<file path="config.mk">
export PLATFORM = sky130hd
export DESIGN_NAME = decode_ctrl_pipe
export DESIGN_NICKNAME = d
export VERILOG_FILES = /design/src/rtl/decode_ctrl_pipe.sv
export SDC_FILE = /design/constraint.sdc
export NUM_CORES = 1
export LEC_CHECK = 0
export CORE_UTILIZATION = 42
export DETAILED_ROUTE_END_ITERATION = 10
export GPL_TIMING_DRIVEN = 0
export PLACE_DENSITY = 0.76
export REMOVE_ABC_BUFFERS = 1
export SYNTH_ARGS = -nofsm -noshare
export SYNTH_HDL_FRONTEND = slang
export SYNTH_SLANG_ARGS = --single-unit
</file>
<file path="constraint.sdc">
create_clock -name clk -period 2 [get_ports clk]
set_input_delay 0.4 -clock clk [delete_from_list [all_inputs] [get_ports clk]]
set_output_delay 0.4 -clock clk [all_outputs]
set_load 0.01 [all_outputs]
</file>
<file path="src/rtl/decode_ctrl_pipe.sv">
// Instruction-decode pipeline stage: field/enable decode, valid/ready ID register,
// RAW-hazard scoreboard of in-flight writers, branch flush and illegal-op counting.
module decode_ctrl_pipe #(
  parameter int          INST_W    = 32,
  parameter int          RADDR_W   = 5,
  parameter int unsigned WB_DEPTH  = 3,
  parameter int          ADDR_MODE = 0
) (
  input  logic               clk,
  input  logic               reset_n,
  input  logic               if_valid,
  input  logic [0:INST_W-1]  if_inst,
  output logic               id_stall,
  input  logic               ex_ready,
  input  logic               flush,
  output logic               id_valid,
  output logic [RADDR_W-1:0] id_rD,
  output logic [RADDR_W-1:0] id_rA,
  output logic [RADDR_W-1:0] id_rB,
  output logic [2:0]         id_ppp,
  output logic [1:0]         id_WW,
  output logic [5:0]         id_opcode,
  output logic [15:0]        id_imm,
  output logic               id_wrEn,
  output logic               id_memEn,
  output logic               id_memwrEn,
  output logic               id_bez,
  output logic               id_bnez,
  output logic               id_illegal,
  output logic [7:0]         err_cnt
);

  typedef enum logic [5:0] {
    T_VLD   = 6'b100000,
    T_VSD   = 6'b100001,
    T_VBEZ  = 6'b100010,
    T_VBNEZ = 6'b100011,
    T_RTYPE = 6'b101010,
    T_VNOP  = 6'b111100
  } inst_type_e;

  // Field map occupies the 32 LSB-side bits; any extra MSB-side bits are ignored.
  localparam int B = INST_W - 32;

  logic [5:0]         f_typ;
  logic [RADDR_W-1:0] f_rd, f_ra, f_rb;
  logic [2:0]         f_ppp;
  logic [1:0]         f_ww;
  logic [5:0]         f_op;
  logic [15:0]        f_imm;

  assign f_typ = if_inst[B      +: 6];
  assign f_rd  = if_inst[B + 6  +: RADDR_W];
  assign f_ra  = if_inst[B + 11 +: RADDR_W];
  assign f_rb  = if_inst[B + 16 +: RADDR_W];
  assign f_ppp = if_inst[B + 21 +: 3];
  assign f_ww  = if_inst[B + 24 +: 2];
  assign f_op  = if_inst[B + 26 +: 6];
  assign f_imm = if_inst[B + 16 +: 16];

  logic d_wr, d_mem, d_memwr, d_bez, d_bnez, d_ill;
  logic use_d, use_a, use_b, ra_bad;

  always_comb begin
    d_wr    = 1'b0;
    d_mem   = 1'b0;
    d_memwr = 1'b0;
    d_bez   = 1'b0;
    d_bnez  = 1'b0;
    d_ill   = 1'b0;
    use_d   = 1'b0;
    use_a   = 1'b0;
    use_b   = 1'b0;
    ra_bad  = (ADDR_MODE == 0) && (f_ra != '0);
    case (f_typ)
      T_RTYPE: begin
        d_wr  = 1'b1;
        use_a = 1'b1;
        use_b = 1'b1;
      end
      T_VLD: begin
        if (ra_bad) d_ill = 1'b1;
        else begin
          d_mem = 1'b1;
          d_wr  = 1'b1;
          use_a = (ADDR_MODE != 0);
        end
      end
      T_VSD: begin
        if (ra_bad) d_ill = 1'b1;
        else begin
          d_mem   = 1'b1;
          d_memwr = 1'b1;
          use_d   = 1'b1;
          use_a   = (ADDR_MODE != 0);
        end
      end
      T_VBEZ, T_VBNEZ: begin
        if (ra_bad) d_ill = 1'b1;
        else begin
          d_bez  = (f_typ == T_VBEZ);
          d_bnez = (f_typ == T_VBNEZ);
          use_d  = 1'b1;
          use_a  = (ADDR_MODE != 0);
        end
      end
      T_VNOP:  ;
      default: d_ill = 1'b1;
    endcase
  end

  // Scoreboard: entry 0 tracks the ID register, higher entries are older writers.
  logic               sb_v  [WB_DEPTH];
  logic [RADDR_W-1:0] sb_rd [WB_DEPTH];
  logic               hazard, advance, load;

  always_comb begin
    hazard = 1'b0;
    for (int unsigned i = 0; i < WB_DEPTH; i++) begin
      if (sb_v[i] && ((use_d && f_rd == sb_rd[i]) ||
                      (use_a && f_ra == sb_rd[i]) ||
                      (use_b && f_rb == sb_rd[i])))
        hazard = 1'b1;
    end
  end

  assign advance  = ex_ready | ~id_valid;
  assign load     = if_valid & ~hazard;
  assign id_stall = if_valid & ~flush & (hazard | ~advance);

  always_ff @(posedge clk or negedge reset_n) begin
    if (!reset_n) begin
      id_valid   <= 1'b0;
      id_rD      <= '0;
      id_rA      <= '0;
      id_rB      <= '0;
      id_ppp     <= '0;
      id_WW      <= '0;
      id_opcode  <= '0;
      id_imm     <= '0;
      id_wrEn    <= 1'b0;
      id_memEn   <= 1'b0;
      id_memwrEn <= 1'b0;
      id_bez     <= 1'b0;
      id_bnez    <= 1'b0;
      id_illegal <= 1'b0;
      err_cnt    <= '0;
      for (int unsigned i = 0; i < WB_DEPTH; i++) begin
        sb_v[i]  <= 1'b0;
        sb_rd[i] <= '0;
      end
    end else begin
      if (advance) begin
        for (int unsigned i = 1; i < WB_DEPTH; i++) begin
          sb_v[i]  <= sb_v[i-1];
          sb_rd[i] <= sb_rd[i-1];
        end
      end
      if (flush || (advance && !load)) begin
        id_valid   <= 1'b0;
        id_wrEn    <= 1'b0;
        id_memEn   <= 1'b0;
        id_memwrEn <= 1'b0;
        id_bez     <= 1'b0;
        id_bnez    <= 1'b0;
        id_illegal <= 1'b0;
        sb_v[0]    <= 1'b0;
      end else if (advance) begin
        id_valid   <= 1'b1;
        id_rD      <= f_rd;
        id_rA      <= f_ra;
        id_rB      <= f_rb;
        id_ppp     <= f_ppp;
        id_WW      <= f_ww;
        id_opcode  <= f_op;
        id_imm     <= f_imm;
        id_wrEn    <= d_wr;
        id_memEn   <= d_mem;
        id_memwrEn <= d_memwr;
        id_bez     <= d_bez;
        id_bnez    <= d_bnez;
        id_illegal <= d_ill;
        sb_v[0]    <= d_wr;
        sb_rd[0]   <= f_rd;
        if (d_ill && err_cnt != '1) err_cnt <= err_cnt + 8'd1;
      end
    end
  end

endmodule

</file>
==> metrics.cfg, run 1 <==
[run_status]
outcome=finished, violations left
violations=setup timing

[synth]
synth_top_cell_by_area=dfrtp_1
synth_area_per_cell_sq_um=10.9
synth_top_area_share=0.435
synth_cell_types=41
synthCells=279
synth.cell_area_sq_um=3050
ys_top_cells_by_area=dfrtp_1, mux2_4, xnor2_1
ys_seq_area_frac=0.435
synth_seq_cells=53
yosysWarnings=0

[sta]
skew_ps=11.5
max_freq_ghz=0.409
worst_pin_slew_ps=651
rsz0062_at_grt=yes
drv_slew=0
hold_viol=0
fin_ws_ps=-448
final.min_clock_period_ps=2450
holdWs_ps=87.7
period_share=1.22
setup_viol=32
max-slew-margin-rel=0.566

[routing]
avgViaCountPerCell=5.08
routed_wl_um=7300
wl_per_cell_um=15.9
vias=2332
drc=0
drt_pass1_iterations=4
drt-initial-drc-count=114
final_antenna_net_count=0

[critical_path]
end_kind=output port
rrSetupSlack_ps=-420
r2r_cells=10
crit_start=sb_rd[1]
r2r-start=sb_rd[8]
cp.required_ps=1600
arrival_ps=2050
crit_path_start_kind=register
worstPathMaxFanout=4
critPathCapture=id_stall
path_class=register to output port
r2r_end=id_WW[0]

[pwr]
switching_share=0.328
pwr-share-seq=0.445
vdd_drop_max_uv=372
powerDensity_nw_per_um2=801
p_int_w=0.00226
switchingPower_w=0.00110
p_clk_frac=0.194
p_comb_frac=0.362
power.total_w=0.00336
leakage_nw=1.77

[clock_tree]
cts_max_level=2
tritoncts=yes
cts_buffer_depth=2
clk_pin_slew_worst_paths_ps=110
clk_latency_ps=320
clock-sinks=53
cts_buffers=5
root_buffer=clkbuf_8

[place]
dp_hpwl_um=5090
post-place-ws_ps=-1540
place.gp.congestion=0.885
portBuffers=94
dp_cells=440

[floorplan]
dieWidth_um=87.2
coreArea_sq_um=6910
io_pins=95
die_h_um=87.2
dieArea_sq_um=7600
start_util=0.441
rows=30

[finish]
drive_above_1_share=0.229
final_util=0.608
final_nets=400
area_delta_synth_final_pct=37.9
insertedDiodeCount=0
fillers=602
final_cells=459

[global_routing]
grt_pass1_vias=2405
grt_max_degree=29
overflow=0
grtUsageTotal=0.200
grt_pass1_wl_um=11700
antenna_found_initial=0

[min_path]
hp-class=primary input to asynchronous set/reset pin

[flow_run]
max_cap_violations=0

cell usage in the layout (no fill, tap or decap), drive strengths merged, types with 12 or more instances in the layout:
cell	count
buf	16
clkdlybuf4s50	71
dfrtp	53
dlygate4sd2	16
mux2	27
nand2	36
nand3	16
nor2	12
xnor2	32
xor2	20
repair_timing:
| action | 4_1_cts | 5_1_grt |
|---|---|---|
| endpoints found under the setup margin | 40 | 35 |
| hold endpoints to repair | 0 | 0 |
| buffers inserted | 10 | 1 |
| resized for setup | 51 | 12 |
| hold buffers | 0 | 0 |
| gates cloned | 0 | 0 |
| pin swaps | 12 | 3 |
registers in the layout (all words and copies together) (netlist names), 2 cells and up:
register / cells
id_ppp: 2
sb_v: 3
id_imm: 3
id_opcode: 5
err_cnt: 8
id_rA: 5
id_rB: 5
sb_rd: 15
final cells by class:
| cell class | count | area, sq um | share of cell area |
|---|---|---|---|
| Tap cell | 96 | 120 | 0.0286 |
| Timing Repair Buffer | 108 | 1050 | 0.251 |
| Clock buffer | 5 | 68.8 | 0.0164 |
| Inverter | 2 | 7.51 | 0.00179 |
| Clock inverter | 3 | 26.3 | 0.00626 |
| Multi-Input combinational cell | 192 | 1590 | 0.377 |
| Sequential cell | 53 | 1340 | 0.318 |
cells by family (layout without fill, tap and decap cells):
| kind of cell | after synthesis | after routing | synth area share |
|---|---|---|---|
| AND/OR/NAND/NOR | 90 | 90 | 0.147 |
| flip-flops | 53 | 53 | 0.435 |
| XOR/XNOR | 52 | 52 | 0.149 |
| buffers and inverters | 34 | 118 | 0.0772 |
| multiplexers | 27 | 27 | 0.131 |
| AO/OA/AOI/OAI | 22 | 22 | 0.0567 |
| adder cells (fa/ha/maj) | 1 | 1 | 0.00411 |
synth_stat cells (all sizes together):
library cell / count
dfrtp: 53
nand2: 36
xnor2: 32
mux2: 27
buf: 26
xor2: 20
nand3: 16
nor2: 12
nor3: 7
a22o: 6
clkbuf: 6
o21ai: 6
nor4: 4
nand2b: 3
a21oi: 2
and3: 2
inv: 2
nand4: 2
nor3b: 2
o211ai: 2
a21o: 1
a22oi: 1
a2bb2oi: 1
a311oi: 1
a31o: 1
and2: 1
and4: 1
ha: 1
nand3b: 1
nor2b: 1
o32ai: 1
or2: 1
or3b: 1
worst max-delay path: stages, from the launching register on:
cell	delay, ps
dfrtp_1	460
xnor2_1	180
nand3_1	130
o32ai_2	370
nand3_1	150
o211ai_2	100
nor2_1	90
nor2_1	120
buf_2	150
power groups by stage:
stage                     clock [W]  sequential, W  combinational, W
after floorplan                   0        0.00157          0.000462
after global placement            0        0.00150           0.00114
after detailed placement          0        0.00151           0.00117
after CTS                  0.000663        0.00150           0.00121
after global routing       0.000717        0.00153           0.00131
final                      0.000652        0.00150           0.00122
layer usage:
layer / part of all wire / vias to the layer above / GRT usage / wire length (um)
li1: - / 1082 / - / -
met1: 0.43 / 1139 / 0.255 / 3150
met2: 0.48 / 97 / 0.337 / 3510
met3: 0.070 / 14 / 0.0493 / 512
met4: 0.018 / 0 / 0.0551 / 129
met5: 0 / - / 0 / 0
worst min-delay path by stage:
stage	cells past startpoint	start	endpoint
final	1	reset_n	id_rA[2]
after global routing	1	reset_n	id_rA[2]
after CTS	1	reset_n	id_opcode[4]
after detailed placement	1	reset_n	sb_rd[6]
after global placement	1	err_cnt[6]	err_cnt[6]
after floorplan	0	reset_n	err_cnt[0]
per-stage QoR:
stage,cell area [sq um],setup TNS [ps]
6_report,4200,-11790
5_1_grt,4200,-14570
4_1_cts,4170,-10100
3_5_place_dp,3930,-45350
3_3_place_gp,3880,-122660
2_1_floorplan,2820,-24280
Note: power is estimated with default switching activity, not from simulation.
==> run 2: changes to the inputs <==
- CORE_MARGIN: unset -> 8
- CORE_UTILIZATION: 42 -> 54
- DONT_BUFFER_PORTS: unset -> 1
- PLACE_DENSITY: 0.76 -> 0.72
- RECOVER_POWER: unset -> 100
==> run 2 against run 1 <==
- largest power group unchanged
- hold slack gained 43 ps
- clock skew shrank 6.4 ps
- register-to-register slack gained 50 ps
- the run still ends with setup timing left
- power shrank 12%
- sequential power grew 9%
- critical endpoint unchanged
==> metrics.cfg, run 2 (synthesis gave the netlist of run 1 again) <==
[min_path]
hp-class=primary input to register
hold_path_depth=1

[floorplan]
dieWidth_um=91.1  ; +4.5%
dieArea_sq_um=8300  ; +9.3%
die_h_um=91.1  ; +4.5%
rows=27  ; -10%
io_pins=95  ; unchanged
coreArea_sq_um=5470  ; -21%
start_util=0.557  ; +0.116

[sta]
setup_viol=35  ; +9.4%
hold_viol=0  ; unchanged
skew_ps=5.11  ; -6.35 ps
worst_pin_slew_ps=1290  ; +637 ps
setup_tns_ps=-9940  ; +1850 ps
rsz0062_at_grt=yes
max_freq_ghz=0.420  ; +2.8%
holdWs_ps=130  ; +42.7 ps
max-slew-margin-rel=0.141  ; -0.425
final.min_clock_period_ps=2380  ; -65.8 ps
drv_slew=0  ; unchanged
fin_ws_ps=-382  ; +65.8 ps
period_share=1.19  ; -0.0329

[global_routing]
grtUsageTotal=0.173  ; -0.0265
antenna_found_initial=0  ; unchanged
overflow=0  ; unchanged
grt_max_degree=54  ; +86%
grt_pass1_vias=2100  ; -13%
grt_pass1_wl_um=11600  ; -1.2%

[critical_path]
cp_slowest_cell=dfrtp_2
cp.required_ps=1600  ; about the same
end_kind=output port
slowest_delay_ps=470  ; about the same
path_cells=xnor2_1 > nand3_1 > nor3_1 > a311oi_2 > o211ai_2 > nor2_1 > nor2_2
worstPathMaxFanout=4  ; unchanged
r2r_cells=9  ; -1
path_class=register to output port
arrival_ps=1980  ; -70 ps
crit_path_start_kind=register

[routing]
final_antenna_net_count=0  ; unchanged
routed_wl_um=7300  ; about the same
drc=0  ; unchanged
wl_per_cell_um=20.8  ; +31%
wl_met2_um=3690  ; +5.0%
avgViaCountPerCell=5.74  ; +13%
drt_pass1_iterations=4  ; unchanged
drt-initial-drc-count=93  ; -18%
wl_met3_um=598  ; +17%
wl_met1_um=2870  ; -8.9%
vias=2010  ; -14%
highest_layer=met4

[flow_run]
max_cap_violations=0  ; unchanged

[finish]
area_delta_synth_final_pct=10.9
final_nets=315  ; -21%
final_util=0.618  ; +0.00936
insertedDiodeCount=0  ; unchanged
reg.largest.list=sb_rd: 15 flops, err_cnt: 8 flops
layout.cells.most_common_list=dfrtp_1, nand2_1, xnor2_1
final_cells=350  ; -24%
largest_reg_flops=15  ; unchanged
largest-register=sb_rd
drive_above_1_share=0.335  ; +0.106
final_common_cell=dfrtp_1

[run_status]
outcome=finished, violations left
violations=setup timing

[place]
place.gp.congestion=0.841  ; -5.0%
dp_hpwl_um=4860  ; -4.6%
dp_cells=321  ; -27%
portBuffers=0  ; -100%

[clock_tree]
clock-sinks=53  ; unchanged
clk_latency_ps=310  ; about the same
cts_buffers=5  ; unchanged
cts_max_level=2  ; unchanged
cts_buffer_depth=2  ; unchanged
tritoncts=yes
clk_pin_slew_worst_paths_ps=100  ; about the same
root_buffer=clkbuf_8

[pwr]
leakage_nw=1.44  ; -19%
powerDensity_nw_per_um2=873  ; +9.0%
vdd_drop_max_uv=614  ; +65%

## run 2: cell count changes in the layout (fill, tap and decap cells not counted), sizes merged
cell,delta
clkinv,+2
clkdlybuf4s50,-71
clkdlybuf4s15,-3
buf,+4
inv,-2
dlygate4sd2,-16
dlygate4sd3,+1
## run 2: through the flow
step / area (sq um) / total power (W) / setup WS, ps
finish: 3380 / 0.00295 / -382
global route: 3380 / 0.00310 / -476
CTS: 3340 / 0.00294 / -308
detailed placement: 2940 / 0.00218 / -873
global placement: 2910 / 0.00215 / -1370
floorplan: 2820 / 0.00203 / -878
## run 2: final timing paths
kind	to	startpoint	slack [ps]
max in group asynchronous	sb_rd[8]	reset_n	190
worst max register to register	id_opcode[1]	sb_rd[6]	-370
worst max-delay path	id_stall	sb_rd[5]	-380
min in group asynchronous	id_rA[1]	reset_n	940
worst min register to register	sb_rd[2]	sb_rd[2]	560
worst min-delay path	id_valid	flush	130
## run 2: layout make-up
class                   count  area (sq um)
fillers                   441          2090
multi-input cells         192          1590
flip-flops and latches     53          1340
repair buffers             23           258
well taps                  72          90.1
clock buffers               5          68.8
clock inverters             3          26.3
inverters                   2          7.51
## run 2: layer usage
| layer | track usage | up-vias |
|---|---|---|
| met5 | 0 | - |
| met4 | 0.0682 | 0 |
| met3 | 0.0551 | 14 |
| met2 | 0.287 | 82 |
| met1 | 0.204 | 1004 |
| li1 | - | 910 |
## run 2: what timing repair did
| action | CTS | global route |
|---|---|---|
| pin swaps | 23 | 13 |
| endpoints found under the setup margin | 36 | 33 |
| gates cloned | 1 | 1 |
| hold endpoints to repair | 53 | 0 |
| resized for setup | 33 | 8 |
| hold buffers | 2 | 0 |
| setup buffers | 17 | 3 |
## run 2: report_power, final
| part | internal [W] | switching, W |
|---|---|---|
| Clock | 0.000256 | 0.000388 |
| Sequential | 0.00126 | 0.000371 |
| Combinational | 0.000409 | 0.000267 |
| Total | 0.00193 | 0.00103 |
## run 2: critical path: cells and delay by family (launching register included)
kind / cells / cell delay (ps)
flip-flops: 1 / 470
AO/OA/AOI/OAI: 2 / 330
XOR/XNOR: 1 / 190
AND/OR/NAND/NOR: 4 / 680
==> run 3: changes to the inputs <==
- CAP_MARGIN: unset -> 20
==> run 3 against run 2 <==
- cell area increased by 0.93%
- clock-buffer cell count unchanged
- the run still ends with setup timing left
- largest cell class unchanged
- critical path depth unchanged
- fmax increased by 0.98%
- power increased by 4.3%
==> metrics.cfg, run 3 (synthesis gave the netlist of run 1 again) <==
[finish]
layout.cells.most_common_list=dfrtp_1, nand2_1, xnor2_1
final_common_cell=dfrtp_1
reg.largest.list=sb_rd: 15 flops, err_cnt: 8 flops
final_nets=316  ; +0.32%
insertedDiodeCount=0  ; unchanged
drive_above_1_share=0.337  ; +0.00239
final_util=0.623  ; +0.00572
area_delta_synth_final_pct=12.0
largest_reg_flops=15  ; unchanged
largest-register=sb_rd
fillers=432  ; -2.0%

[critical_path]
worstPathMaxFanout=4  ; unchanged
cp.required_ps=1600  ; about the same
crit_path_start_kind=register
path_class=register to output port
arrival_ps=1960  ; -20 ps
end_kind=output port

[sta]
rsz0062_at_grt=yes
fin_ws_ps=-359  ; +23.2 ps
period_share=1.18  ; -0.0116
hold_viol=0  ; unchanged
max-slew-margin-rel=0.147  ; +0.00539
worst_pin_slew_ps=1280  ; -8.09 ps
setup_viol=33  ; -5.7%
final.min_clock_period_ps=2360  ; -23.2 ps
drv_slew=0  ; unchanged
skew_ps=7.28  ; +2.17 ps
max_freq_ghz=0.424  ; +0.98%

[floorplan]
io_pins=95  ; unchanged
start_util=0.557  ; unchanged
coreArea_sq_um=5470  ; unchanged
dieArea_sq_um=8300  ; unchanged
rows=27  ; unchanged
dieWidth_um=91.1  ; unchanged
die_h_um=91.1  ; unchanged

[global_routing]
overflow=0  ; unchanged
grt_max_degree=54  ; unchanged
grt_pass1_wl_um=11500  ; -0.35%
grt_pass1_vias=2115  ; +0.71%
grtUsageTotal=0.172  ; -0.00142
antenna_found_initial=0  ; unchanged

[clock_tree]
cts_buffers=5  ; unchanged
clk_latency_ps=310  ; about the same
cts_buffer_depth=2  ; unchanged
root_buffer=clkbuf_8
tritoncts=yes
clk_pin_slew_worst_paths_ps=100  ; about the same
cts_max_level=2  ; unchanged
clock-sinks=53  ; unchanged

[routing]
final_antenna_net_count=0  ; unchanged
avgViaCountPerCell=5.65  ; -1.6%
vias=1984  ; -1.3%
drt_pass1_iterations=5  ; +1
drc=0  ; unchanged
drt-initial-drc-count=103  ; +11%
routed_wl_um=7180  ; -1.6%
wl_per_cell_um=20.4  ; -1.9%

[run_status]
outcome=finished, violations left
violations=setup timing

[place]
dp_hpwl_um=4880  ; +0.41%
place.gp.congestion=0.841  ; unchanged
portBuffers=0  ; unchanged

[pwr]
pwr-share-seq=0.526  ; -0.027
leakage_nw=1.45  ; +0.67%
vdd_drop_max_uv=537  ; -13%
switchingPower_w=0.00102  ; -0.12%
p_int_w=0.00205  ; +6.7%
powerDensity_nw_per_um2=903  ; +3.4%
switching_share=0.333  ; -0.0149
p_comb_frac=0.230  ; about the same
power.total_w=0.00308  ; +4.3%
p_clk_frac=0.244  ; +0.026

[min_path]
hp-class=primary input to register

[flow_run]
max_cap_violations=0  ; unchanged

run 3: final cells by class:
cell class | instances | area, sq um | area share
timing repair buffer | 24 | 262 | 0.0767
multi-input combinational | 192 | 1600 | 0.468
sequential | 53 | 1340 | 0.393
inverter | 2 | 7.51 | 0.00220
clock buffer | 5 | 68.8 | 0.0202
tap | 72 | 90.1 | 0.0264
clock inverter | 3 | 46.3 | 0.0136
run 3: worst paths after layout:
kind | start | end | slack (ps) | cells after the start
max | sb_rd[3] | id_stall | -360 | 7
min | flush | id_valid | 130 | 1
max reg2reg | sb_rd[6] | id_opcode[1] | -350 | 9
min reg2reg | err_cnt[6] | err_cnt[6] | 570 | 1
max in group asynchronous | reset_n | sb_rd[10] | 240 | 2
min in group asynchronous | reset_n | id_rB[4] | 910 | 2
run 3: repair_timing:
item / CTS / global route
gates cloned: 1 / 1
setup endpoints to repair: 36 / 33
setup buffers: 15 / 4
endpoints found under the hold margin: 53 / 0
hold buffers: 2 / 0
pin swaps: 14 / 13
gates resized for setup: 23 / 15
run 3: routing by layer:
metal	global-route usage	vias up	wire [um]
met3	0.0626	14	579
met4	0.0723	0	153
met2	0.284	80	3590
met1	0.196	975	2860
met5	0	-	0
li1	-	915	-
run 3: stage by stage:
step | cell area, sq um | instances | worst slack (ps) | TNS, ps | hold WS (ps)
after global placement | 2910 | 319 | -1370 | -39690 | 107
after global routing | 3410 | 351 | -455 | -12310 | 126
after detailed placement | 2940 | 321 | -870 | -19800 | 107
final | 3410 | 351 | -359 | -9410 | 133
after floorplan | 2820 | 247 | -878 | -24280 | 104
after CTS | 3310 | 347 | -330 | -7740 | 127
run 3: power by group through the flow:
| stage | Combinational (W) | Sequential (W) | Clock, W |
|---|---|---|---|
| floorplan | 0.000462 | 0.00157 | 0 |
| global placement | 0.000510 | 0.00164 | 0 |
| detailed placement | 0.000536 | 0.00164 | 0 |
| CTS | 0.000643 | 0.00163 | 0.000764 |
| global route | 0.000772 | 0.00166 | 0.000802 |
| finish | 0.000707 | 0.00162 | 0.000752 |
run 3: worst max-delay path, cell delays in order (launching register included):
cell	delay, ps
dfrtp_1	460
xnor2_1	220
nand3_1	120
nor3_2	340
a2bb2oi_2	110
o21ai_2	170
nor2_1	70
nor2_2	160
